[src/rtl/lsu_pkg.sv]
// Shared size encodings, FSM state type and size-to-byte-count helper for the byte-serial LSU.
// Latency: n/a (types and pure functions only).
// Backpressure: n/a.
package lsu_pkg;

    localparam logic [1:0] SZ_B = 2'd0;
    localparam logic [1:0] SZ_H = 2'd1;
    localparam logic [1:0] SZ_W = 2'd2;
    localparam logic [1:0] SZ_D = 2'd3;

    typedef enum logic [1:0] {
        IDLE   = 2'd0,
        ACCESS = 2'd1,
        DONE   = 2'd2
    } lsu_state_e;

    // Number of bytes moved for a size code: 1, 2, 4 or 8.
    function automatic logic [3:0] size_bytes(input logic [1:0] sz);
        return 4'd1 << sz;
    endfunction

endpackage

[src/rtl/lsu_extend.sv]
// Sign/zero extender: takes the low 1/2/4/8 bytes of a 64-bit accumulator to a full 64-bit value.
// Latency: combinational, zero cycles.
// Backpressure: none; pure function of its inputs.
module lsu_extend
    import lsu_pkg::*;
(
    input  logic [63:0] acc_i,
    input  logic [1:0]  size_i,
    input  logic        unsigned_i,
    output logic [63:0] data_o
);

    // Select the live bytes and fill the upper bits with zero or the top live bit.
    always_comb begin
        data_o = acc_i;
        case (size_i)
            SZ_B:    data_o = unsigned_i ? {56'b0, acc_i[7:0]}  : {{56{acc_i[7]}},  acc_i[7:0]};
            SZ_H:    data_o = unsigned_i ? {48'b0, acc_i[15:0]} : {{48{acc_i[15]}}, acc_i[15:0]};
            SZ_W:    data_o = unsigned_i ? {32'b0, acc_i[31:0]} : {{32{acc_i[31]}}, acc_i[31:0]};
            default: data_o = acc_i;
        endcase
    end

endmodule

[src/rtl/byte_serial_lsu.sv]
// Byte-serial load/store unit: one request per handshake, N bytes little-endian, one byte per cycle; LSU_MISALIGN_TRAP_EN rejects misaligned requests.
// Latency: accept at edge T, bytes in cycles T+1..T+N, resp_valid in T+N+1 (errors at T+1).
// Backpressure: req_ready only in IDLE; requests presented while busy are ignored, no queueing.
module byte_serial_lsu
    import lsu_pkg::*;
#(
    parameter int ADDR_W    = 64,
    parameter int MEM_BYTES = 512
) (
    input  logic              clk,
    input  logic              reset,
    input  logic              req_valid,
    output logic              req_ready,
    input  logic              req_write,
    input  logic [1:0]        req_size,
    input  logic              req_unsigned,
    input  logic [ADDR_W-1:0] req_addr,
    input  logic [63:0]       req_wdata,
    output logic              resp_valid,
    output logic [63:0]       resp_rdata,
    output logic              resp_err,
    output logic              busy,
    output logic [ADDR_W-1:0] mem_addr,
    output logic [7:0]        mem_wdata,
    output logic              mem_we,
    output logic              mem_re,
    input  logic [7:0]        mem_rdata
);

    localparam logic [ADDR_W:0] MEM_LIMIT = (ADDR_W+1)'(MEM_BYTES);

    lsu_state_e        state_q, state_d;
    logic              write_q, write_d;
    logic              uns_q,   uns_d;
    logic              err_q,   err_d;
    logic [1:0]        size_q,  size_d;
    logic [ADDR_W-1:0] addr_q,  addr_d;
    logic [63:0]       wdata_q, wdata_d;
    logic [63:0]       acc_q,   acc_d;
    logic [2:0]        cnt_q,   cnt_d;

    logic [3:0]        n_req;
    logic [3:0]        n_cur;
    logic [ADDR_W:0]   req_end;
    logic              range_bad;
    logic              misalign;
    logic              last_byte;
    logic [63:0]       ext_data;

    // Range check done one bit wider than the address so a top-of-space request cannot wrap into range.
    assign n_req     = size_bytes(req_size);
    assign req_end   = {1'b0, req_addr} + {{(ADDR_W-3){1'b0}}, n_req};
    assign range_bad = req_end > MEM_LIMIT;
    assign misalign  = (req_addr[2:0] & (n_req[2:0] - 3'd1)) != 3'd0;
    assign n_cur     = size_bytes(size_q);
    assign last_byte = {1'b0, cnt_q} == (n_cur - 4'd1);

    lsu_extend u_extend (
        .acc_i      (acc_q),
        .size_i     (size_q),
        .unsigned_i (uns_q),
        .data_o     (ext_data)
    );

    // Next-state, request latch, byte sequencing and all outputs.
    always_comb begin
        state_d    = state_q;
        write_d    = write_q;
        uns_d      = uns_q;
        err_d      = err_q;
        size_d     = size_q;
        addr_d     = addr_q;
        wdata_d    = wdata_q;
        acc_d      = acc_q;
        cnt_d      = cnt_q;
        req_ready  = 1'b0;
        resp_valid = 1'b0;
        resp_rdata = 64'd0;
        resp_err   = 1'b0;
        busy       = 1'b1;
        mem_addr   = '0;
        mem_wdata  = 8'd0;
        mem_we     = 1'b0;
        mem_re     = 1'b0;
        case (state_q)
            IDLE: begin
                busy      = 1'b0;
                req_ready = 1'b1;
                if (req_valid) begin
                    write_d = req_write;
                    size_d  = req_size;
                    uns_d   = req_unsigned;
                    addr_d  = req_addr;
                    wdata_d = req_wdata;
                    acc_d   = 64'd0;
                    cnt_d   = 3'd0;
`ifdef LSU_MISALIGN_TRAP_EN
                    err_d   = range_bad | misalign;
`else
                    err_d   = range_bad;
`endif
                    state_d = err_d ? DONE : ACCESS;
                end
            end
            ACCESS: begin
                mem_addr = addr_q + ADDR_W'(cnt_q);
                if (write_q) begin
                    mem_we    = 1'b1;
                    mem_wdata = wdata_q[{cnt_q, 3'b000} +: 8];
                end else begin
                    mem_re = 1'b1;
                    acc_d[{cnt_q, 3'b000} +: 8] = mem_rdata;
                end
                if (last_byte) begin
                    state_d = DONE;
                end else begin
                    cnt_d = cnt_q + 3'd1;
                end
            end
            DONE: begin
                resp_valid = 1'b1;
                resp_err   = err_q;
                resp_rdata = (!write_q && !err_q) ? ext_data : 64'd0;
                state_d    = IDLE;
            end
            default: state_d = IDLE;
        endcase
    end

    // State and request registers; reset abandons any in-flight request.
    always_ff @(posedge clk) begin
        if (reset) begin
            state_q <= IDLE;
            write_q <= 1'b0;
            uns_q   <= 1'b0;
            err_q   <= 1'b0;
            size_q  <= SZ_B;
            addr_q  <= '0;
            wdata_q <= 64'd0;
            acc_q   <= 64'd0;
            cnt_q   <= 3'd0;
        end else begin
            state_q <= state_d;
            write_q <= write_d;
            uns_q   <= uns_d;
            err_q   <= err_d;
            size_q  <= size_d;
            addr_q  <= addr_d;
            wdata_q <= wdata_d;
            acc_q   <= acc_d;
            cnt_q   <= cnt_d;
        end
    end

    // The byte-misalignment flag is only consumed when trapping is built in.
    logic unused_ok;
    assign unused_ok = misalign;

endmodule

[config.mk]
export PLATFORM = sky130hd
export DESIGN_NAME = byte_serial_lsu
export DESIGN_NICKNAME = d
export VERILOG_FILES = /design/src/rtl/lsu_pkg.sv /design/src/rtl/lsu_extend.sv /design/src/rtl/byte_serial_lsu.sv
export SDC_FILE = /design/constraint.sdc
export NUM_CORES = 1
export LEC_CHECK = 0
export CAP_MARGIN = 20
export CELL_PAD_IN_SITES_DETAIL_PLACEMENT = 1
export CELL_PAD_IN_SITES_GLOBAL_PLACEMENT = 1
export CORE_MARGIN = 4
export CORE_UTILIZATION = 30
export CTS_BUF_LIST = sky130_fd_sc_hd__clkbuf_2 sky130_fd_sc_hd__clkbuf_4 sky130_fd_sc_hd__clkbuf_8
export DETAILED_ROUTE_END_ITERATION = 12
export PLACE_DENSITY_LB_ADDON = 0.12
export SETUP_SLACK_MARGIN = 0.5
export SYNTH_ARGS = -nofsm -noshare
export SYNTH_HDL_FRONTEND = slang
export SYNTH_SLANG_ARGS = --single-unit
[constraint.sdc]
create_clock -name clk -period 10.8 [get_ports clk]
set_clock_uncertainty 0.2 [all_clocks]
set_input_delay 1.62 -clock clk [delete_from_list [all_inputs] [get_ports clk]]
set_output_delay 1.62 -clock clk [all_outputs]
set_load 0.005 [all_outputs]
==> metrics.txt, run 1 <==
Max clock buf depth=3; total wirelength of the detailed-routed design=46.44 mm; slew of the pin with the lowest slew margin=about 1.2 ns; final standard cell utilization of the core=about two fifths; Yosys Warn Count=0; source of the worst hold timing path=acc_q[11]$_SDFFE_PP0P_; total half-perimeter wirelength after legalization and detailed placement=34.10 mm; dominant combinational cell family by area after synthesis=simple AND/OR/NAND/NOR gates; kind of cell adding the most delay to the critical path=simple AND/OR/NAND/NOR gates; Worst Hold Endpoint=acc_q[11]$_SDFFE_PP0P_; mean routed wirelength per cell=around 19 um; TritonCTS clock tree=yes; placeable core area=approximately 39000 um^2; ant diodes=0; Num Clock Sinks=202; starting utilization of the core area=30.39%; power per unit of standard cell area=approximately 110 nW/um^2; Placement Setup Slack=between 4 and 5 ns; setup repair after global routing missed its margin=false; routed vias/inst=5.261; Tmin final=6.557 ns; most common library cell in the layout ignoring fill and taps=sky130_fd_sc_hd__nand2_1; H-Tree Depth=2; startpoint-to-endpoint class of the critical path=register to primary output; gpl congestion=0.8715; post-synth net total=1786; max-cap violations=0; cts bufs inserted=38; post-synthesis cell type count=70; most frequent cell on the critical path=sky130_fd_sc_hd__nor2_1; delay of the slowest cell on the worst path=0.89 ns; router iterations before antenna repair=5; io pins=about 290; post-synthesis mux area share=4.017%; number of enable flip-flop cells after synthesis=0; share of the synthesized area in compound gates (AO/OA/AOI/OAI)=between 10% and 20%; most frequent cells in the layout=sky130_fd_sc_hd__nand2_1 (398), sky130_fd_sc_hd__clkdlybuf4s50_1 (283), sky130_fd_sc_hd__a21oi_1 (235), sky130_fd_sc_hd__dfxtp_1 (201), sky130_fd_sc_hd__nor2_1 (121); worst skew pair latency=0.56 ns; Reg2Reg Depth=8; number of gates resized after cts=0; predominant post-synthesis flop cell=sky130_fd_sc_hd__dfxtp_1; total routing resource utilization after global routing=21.18%; total buffers and inverters traversed by the critical path=1; leakage power summed over all cells=approximately 0.0052 uW; DIE AREA=between 40000 and 50000 um^2; final hold violations=0; wire length of the first global-routing pass=72.31 mm; Port Buf Inserts=~280; type of the most critical hold path=register to register; Post CTS Setup Buffer Count=0; vertical die dimension=206.1 um; violation count after the first detailed-routing iteration=579; sum of negative setup slack=0 ns; reg-to-reg critical path endpoint=acc_q[40]$_SDFFE_PP0P_; slack of the worst reg-to-reg path=7.10 ns; count of hold buffers inserted by post-cts repair=0; largest net degree at the start of global routing=122; number of DRC violations after detailed routing=0; remaining global-route overflow=0; cell type of the slowest stage on the worst timing path=sky130_fd_sc_hd__dfxtp_2; sequential cell area fraction in the yosys report=34.35%; Layout Nets=between 2000 and 2500; maximum frequency from static timing analysis=around 150 MHz; layout-stage area growth over the synthesis result=33.21%; final hold slack=0.2528 ns; total via count in the routed design=about 13000; final number of max-transition violations=0; multi-input gate area in the final layout=7234 um^2; Gate Count Post-Synth=1628; share of synthesized cell area in full adder, half adder and majority cells=1.722%; final setup fails=0; CP cell instances=ha_1, a21o_1, a21oi_1, nor3b_2, nand3_1, nor2_1, nand4_1, xor2_1, nor2_1, clkdlybuf4s50_1; maximum vdd drop=between 0.05 and 0.06 mV; number of global-route vias before repair=12502; register bit count reported by yosys=202; Reg area=4045 um^2; status=completed; average instance area after synthesis=between 7 and 8 um^2; root cell of the clock tree=sky130_fd_sc_hd__clkbuf_8; share of layout cells above drive strength 1=6.233%; reg-to-reg critical path startpoint=cnt_q[0]$_SDFFE_PP0P_; highest fanout seen on the critical path=28; initial antenna violation count=1; launching element type of the critical path=register; Clock Pin Slew Worst Setup and Hold Paths=0.06 ns; fraction of registers with async set/reset=0%; capturing element type of the critical path=primary output; number of placement rows=72; worst relative slew slack=approximately 23%; Syn Std Cell Area=11770 um^2; hold depth=2; smallest setup slack after layout=4.243 ns; remaining antenna violation count after routing=0; WP data arrival=4.74 ns; Post-Synth XOR/XNOR Area=5.356%; portion of the clock cycle consumed by the worst path in the final layout=between 60% and 70%; layout filler cell count=4771; die span in x=206.1 um; required time at the worst-slack endpoint=8.98 ns; area share of and/or/nand/nor cells after synthesis=about a third
-- cells by family (layout without fill, tap and decap cells) --
logic type	count (synthesis)	count (layout)
AOI/OAI and AO/OA	373	373
adders and majority gates	15	15
buffers and inverters	130	379
and+or+nand+nor	809	809
DFF	202	202
xor gates and xnor gates	72	72
muxes	27	27
-- state kept, by name (all words and copies together) (netlist names) --
name,flops
uns_q,1
size_q,2
err_q,1
acc_q,64
cnt_q,3
wdata_q,64
addr_q,64
write_q,1
state_q,2
-- metrics by stage --
stage | std cells | total power (uW) | instance area [um^2]
6_report | 2395 | 1795 | 15680
5_1_grt | 2395 | 1883 | 15680
4_1_cts | 2394 | 1822 | 15680
3_5_place_dp | 2331 | 1050 | 14930
3_3_place_gp | 2331 | 1045 | 14930
2_1_floorplan | 1628 | 929.5 | 11770
-- worst max-delay path by stage --
| stage | from | endpoint | slack [ns] | cells past startpoint |
|---|---|---|---|---|
| after CTS | cnt_q[0]$_SDFFE_PP0P_ | mem_addr[63] | 4.10 | 10 |
| after floorplan | req_size[1] | state_q[1]$_SDFFE_PP0P_ | 6.37 | 11 |
| after global routing | cnt_q[0]$_SDFFE_PP0P_ | mem_addr[63] | 3.74 | 10 |
| after global placement | cnt_q[0]$_SDFFE_PP0P_ | mem_addr[63] | 4.82 | 10 |
| final | cnt_q[0]$_SDFFE_PP0P_ | mem_addr[63] | 4.24 | 10 |
| after detailed placement | cnt_q[0]$_SDFFE_PP0P_ | mem_addr[63] | 4.72 | 10 |
-- area by class of cell --
type | instances | area share (%)
Timing Repair Buffer | 295 | 18.66
Clock buffer | 56 | 4.515
Multi-Input combinational cell | 1296 | 46.13
Clock inverter | 7 | 0.2712
Inverter | 21 | 0.5026
Sequential cell | 202 | 25.79
Tap cell | 518 | 4.132
-- synthesized netlist by cell type (3+ instances only) --
cell,count,area (um^2)
sky130_fd_sc_hd__nor4_1,16,100.1
sky130_fd_sc_hd__buf_1,9,33.78
sky130_fd_sc_hd__nor4_2,3,37.54
sky130_fd_sc_hd__nand2_1,399,1498
sky130_fd_sc_hd__mux4_2,16,360.4
sky130_fd_sc_hd__o21ai_0,33,165.2
sky130_fd_sc_hd__and3_1,24,150.1
sky130_fd_sc_hd__clkbuf_2,9,45.04
sky130_fd_sc_hd__nand4_1,35,219.0
sky130_fd_sc_hd__a21o_1,4,30.03
sky130_fd_sc_hd__nor3_1,24,120.1
sky130_fd_sc_hd__a31oi_1,7,43.79
sky130_fd_sc_hd__clkbuf_1,85,319.1
sky130_fd_sc_hd__mux2i_1,9,90.09
sky130_fd_sc_hd__xor2_1,42,367.9
sky130_fd_sc_hd__ha_1,13,162.7
sky130_fd_sc_hd__inv_1,19,71.32
sky130_fd_sc_hd__or3_1,29,181.4
sky130_fd_sc_hd__nand3_1,80,400.4
sky130_fd_sc_hd__nor2b_1,7,43.79
sky130_fd_sc_hd__nand3_2,3,30.03
sky130_fd_sc_hd__and2_1,23,143.9
sky130_fd_sc_hd__nor2_1,121,454.2
sky130_fd_sc_hd__a22oi_1,25,187.7
sky130_fd_sc_hd__a211oi_1,3,22.52
sky130_fd_sc_hd__o21a_1,35,262.8
sky130_fd_sc_hd__a21oi_1,236,1181
sky130_fd_sc_hd__buf_2,4,20.02
sky130_fd_sc_hd__and4_1,21,183.9
sky130_fd_sc_hd__o211ai_1,4,30.03
sky130_fd_sc_hd__dfxtp_1,202,4044
sky130_fd_sc_hd__xnor2_1,30,262.8
sky130_fd_sc_hd__nand2b_1,4,25.02
sky130_fd_sc_hd__nor4b_1,3,26.28
sky130_fd_sc_hd__or4_1,4,30.03
sky130_fd_sc_hd__a41oi_1,3,26.28
-- power breakdown --
group	internal [uW]	switching [uW]	total [uW]
Clock	419	342	761
Combinational	96.1	135	231
Sequential	776	27.4	803
-- tightest hold or removal path, delay by kind of cell, from the launching register on --
| family | cells | cell delay, ns |
|---|---|---|
| flip-flops | 1 | 0.31 |
| AO/OA/AOI/OAI | 1 | 0.05 |
| AND/OR/NAND/NOR | 1 | 0.05 |
-- per-layer routing --
metal / share of wire (%) / global-route usage [%]
met3: 4.9 / 3.217
met2: 43 / 32.33
met4: 1.3 / 3.707
met1: 50 / 31.92
met5: 0.015 / 0
Note: power is estimated with default switching activity, not from simulation.
==> inputs of run 2 (changes only) <==
==> constraint.sdc (replaced) <==
create_clock -name clk -period 6.6 [get_ports clk]
set_clock_uncertainty 0.2 [all_clocks]
set_input_delay 0.99 -clock clk [delete_from_list [all_inputs] [get_ports clk]]
set_output_delay 0.99 -clock clk [all_outputs]
set_load 0.005 [all_outputs]
==> run 2 against run 1 <==
Against the previous run:
- utilization increased by 0.48 points
- global-route usage hardly changed
- total power rose by 74%
- critical path depth up 1
- cell area is 1.2% higher
- via count is 0.76% lower
- non-clock buffer count rose by 4
- worst setup slack got worse by 3.2 ns
- largest cell class unchanged
- first-iteration DRC count is 5.0% lower
- combinational power grew 65%
- cell count grew 0.50%
==> metrics.txt, run 2 (synthesis gave the netlist of run 1 again) <==
setup repair after global routing missed its margin=false; die span in x=206.1 um; number of gates resized after cts=0; launching element type of the critical path=register; worst skew pair latency=0.58 ns; highest fanout seen on the critical path=28; gpl congestion=around 0.9; max-cap violations=0; mean routed wirelength per cell=19.45 um; remaining antenna violation count after routing=0; required time at the worst-slack endpoint=5.41 ns; number of global-route vias before repair=12554; initial antenna violation count=1; capturing element type of the critical path=primary output; Num Clock Sinks=202; Clock Pin Slew Worst Setup and Hold Paths=0.06 ns; slew of the pin with the lowest slew margin=1.025 ns; sum of negative setup slack=0 ns; starting utilization of the core area=between 30% and 40%; TritonCTS clock tree=yes; number of placement rows=72; met1 routing resource usage after global routing=31.05%; cts bufs inserted=39; count of hold buffers inserted by post-cts repair=0; Placement Setup Slack=1.633 ns; status=completed; WP data arrival=4.38 ns; vertical die dimension=206.1 um; final number of max-transition violations=0; ant diodes=0; worst relative slew slack=31.13%; total routing resource utilization after global routing=21.21%; power per unit of standard cell area=196.9 nW/um^2; DIE AREA=about 42000 um^2; remaining global-route overflow=0; post-layout instance count excluding filler cells=2407; violation count after the first detailed-routing iteration=550; number of DRC violations after detailed routing=0; leakage power summed over all cells=0.005254 uW; type of the most critical hold path=register to register; startpoint-to-endpoint class of the critical path=register to primary output; total via count in the routed design=approximately 13000; largest net degree at the start of global routing=~120; placeable core area=38740 um^2; multi-input gate area in the final layout=7234 um^2; total half-perimeter wirelength after legalization and detailed placement=34.10 mm; Layout Nets=2017; global routing met2 resource utilization=32.55%; layout-stage area growth over the synthesis result=34.79%; router iterations before antenna repair=4; final setup fails=0; share of layout cells above drive strength 1=6.829%; Post CTS Setup Buffer Count=0; smallest setup slack after layout=1.030 ns; Port Buf Inserts=284; root cell of the clock tree=sky130_fd_sc_hd__clkbuf_8; most frequent cells in the layout=sky130_fd_sc_hd__nand2_1 (398), sky130_fd_sc_hd__clkdlybuf4s50_1 (283), sky130_fd_sc_hd__a21oi_1 (235), sky130_fd_sc_hd__dfxtp_1 (201), sky130_fd_sc_hd__nor2_1 (121); layout filler cell count=between 4000 and 5000; largest registers ranked by flip-flop count=acc_q: 64 flops, addr_q: 64 flops, wdata_q: 64 flops; Tmin final=about 5.6 ns; GRT Max-Usage Layer=met2; H-Tree Depth=2; total wirelength of the detailed-routed design=46.83 mm; Reg area=4045 um^2; maximum vdd drop=0.1054 mV; most common library cell in the layout ignoring fill and taps=sky130_fd_sc_hd__nand2_1; Max clock buf depth=3; wire length of the first global-routing pass=71.92 mm; final hold violations=0; routed vias/inst=a little over 5; portion of the clock cycle consumed by the worst path in the final layout=84.39%; io pins=~290; met3 demand-to-capacity share in global routing=under 10%; maximum frequency from static timing analysis=179.5 MHz; post-placement cell count=between 2000 and 2500
==> run 2: layer usage <==
| metal | vias up | wire [um] |
|---|---|---|
| met2 | 282 | 20580 |
| met1 | 6043 | 23130 |
| met4 | 2 | 640 |
| li1 | 6133 | - |
| met3 | 43 | 2469 |
| met5 | - | 13 |
==> run 2: path summary, 6_finish.rpt <==
check / startpoint / to / slack [ns] / cells past startpoint
setup / recovery: cnt_q[1]$_SDFFE_PP0P_ / mem_addr[30] / 1.03 / 11
hold / removal: acc_q[21]$_SDFFE_PP0P_ / acc_q[21]$_SDFFE_PP0P_ / 0.25 / 2
setup reg to reg: cnt_q[0]$_SDFFE_PP0P_ / acc_q[45]$_SDFFE_PP0P_ / 3.25 / 9
hold reg to reg: acc_q[21]$_SDFFE_PP0P_ / acc_q[21]$_SDFFE_PP0P_ / 0.25 / 2
==> run 2: power breakdown <==
group,internal [uW],switching (uW)
logic,159,222
clock network,829,602
registers,1270,44.2
total,2260,868
==> run 2: cell type report <==
class | instances | share of cell area (%)
well taps | 518 | 4.084
flip-flops and latches | 202 | 25.49
clock buffers | 60 | 4.849
clock inverters | 11 | 0.7884
inverters | 21 | 0.4967
multi-input cells | 1296 | 45.59
repair buffers | 299 | 18.71
==> run 2: worst max-delay path, cell delays in order (launching register included) <==
cell and delay, ns:
sky130_fd_sc_hd__dfxtp_1 0.31, sky130_fd_sc_hd__buf_4 0.38, sky130_fd_sc_hd__fa_1 0.30, sky130_fd_sc_hd__a21o_1 0.20, sky130_fd_sc_hd__and3_1 0.43, sky130_fd_sc_hd__nand2_1 0.36
sky130_fd_sc_hd__nor3_1 0.51, sky130_fd_sc_hd__and3_1 0.40, sky130_fd_sc_hd__nand3_1 0.13, sky130_fd_sc_hd__xor2_1 0.16, sky130_fd_sc_hd__nor2_1 0.08, sky130_fd_sc_hd__clkdlybuf4s50_1 0.51
==> run 2: metrics by stage <==
stage | power, uW | hold WS (ns) | util [%] | instance area [um^2]
2_1_floorplan | 1521 | 0.2284 | - | 11770
3_3_place_gp | 1712 | 0.2396 | 38.59 | 14950
3_5_place_dp | 1718 | 0.2438 | 38.59 | 14950
4_1_cts | 3170 | 0.2517 | 40.90 | 15840
5_1_grt | 3274 | 0.2705 | 40.97 | 15870
6_report | 3124 | 0.2518 | 40.97 | 15870
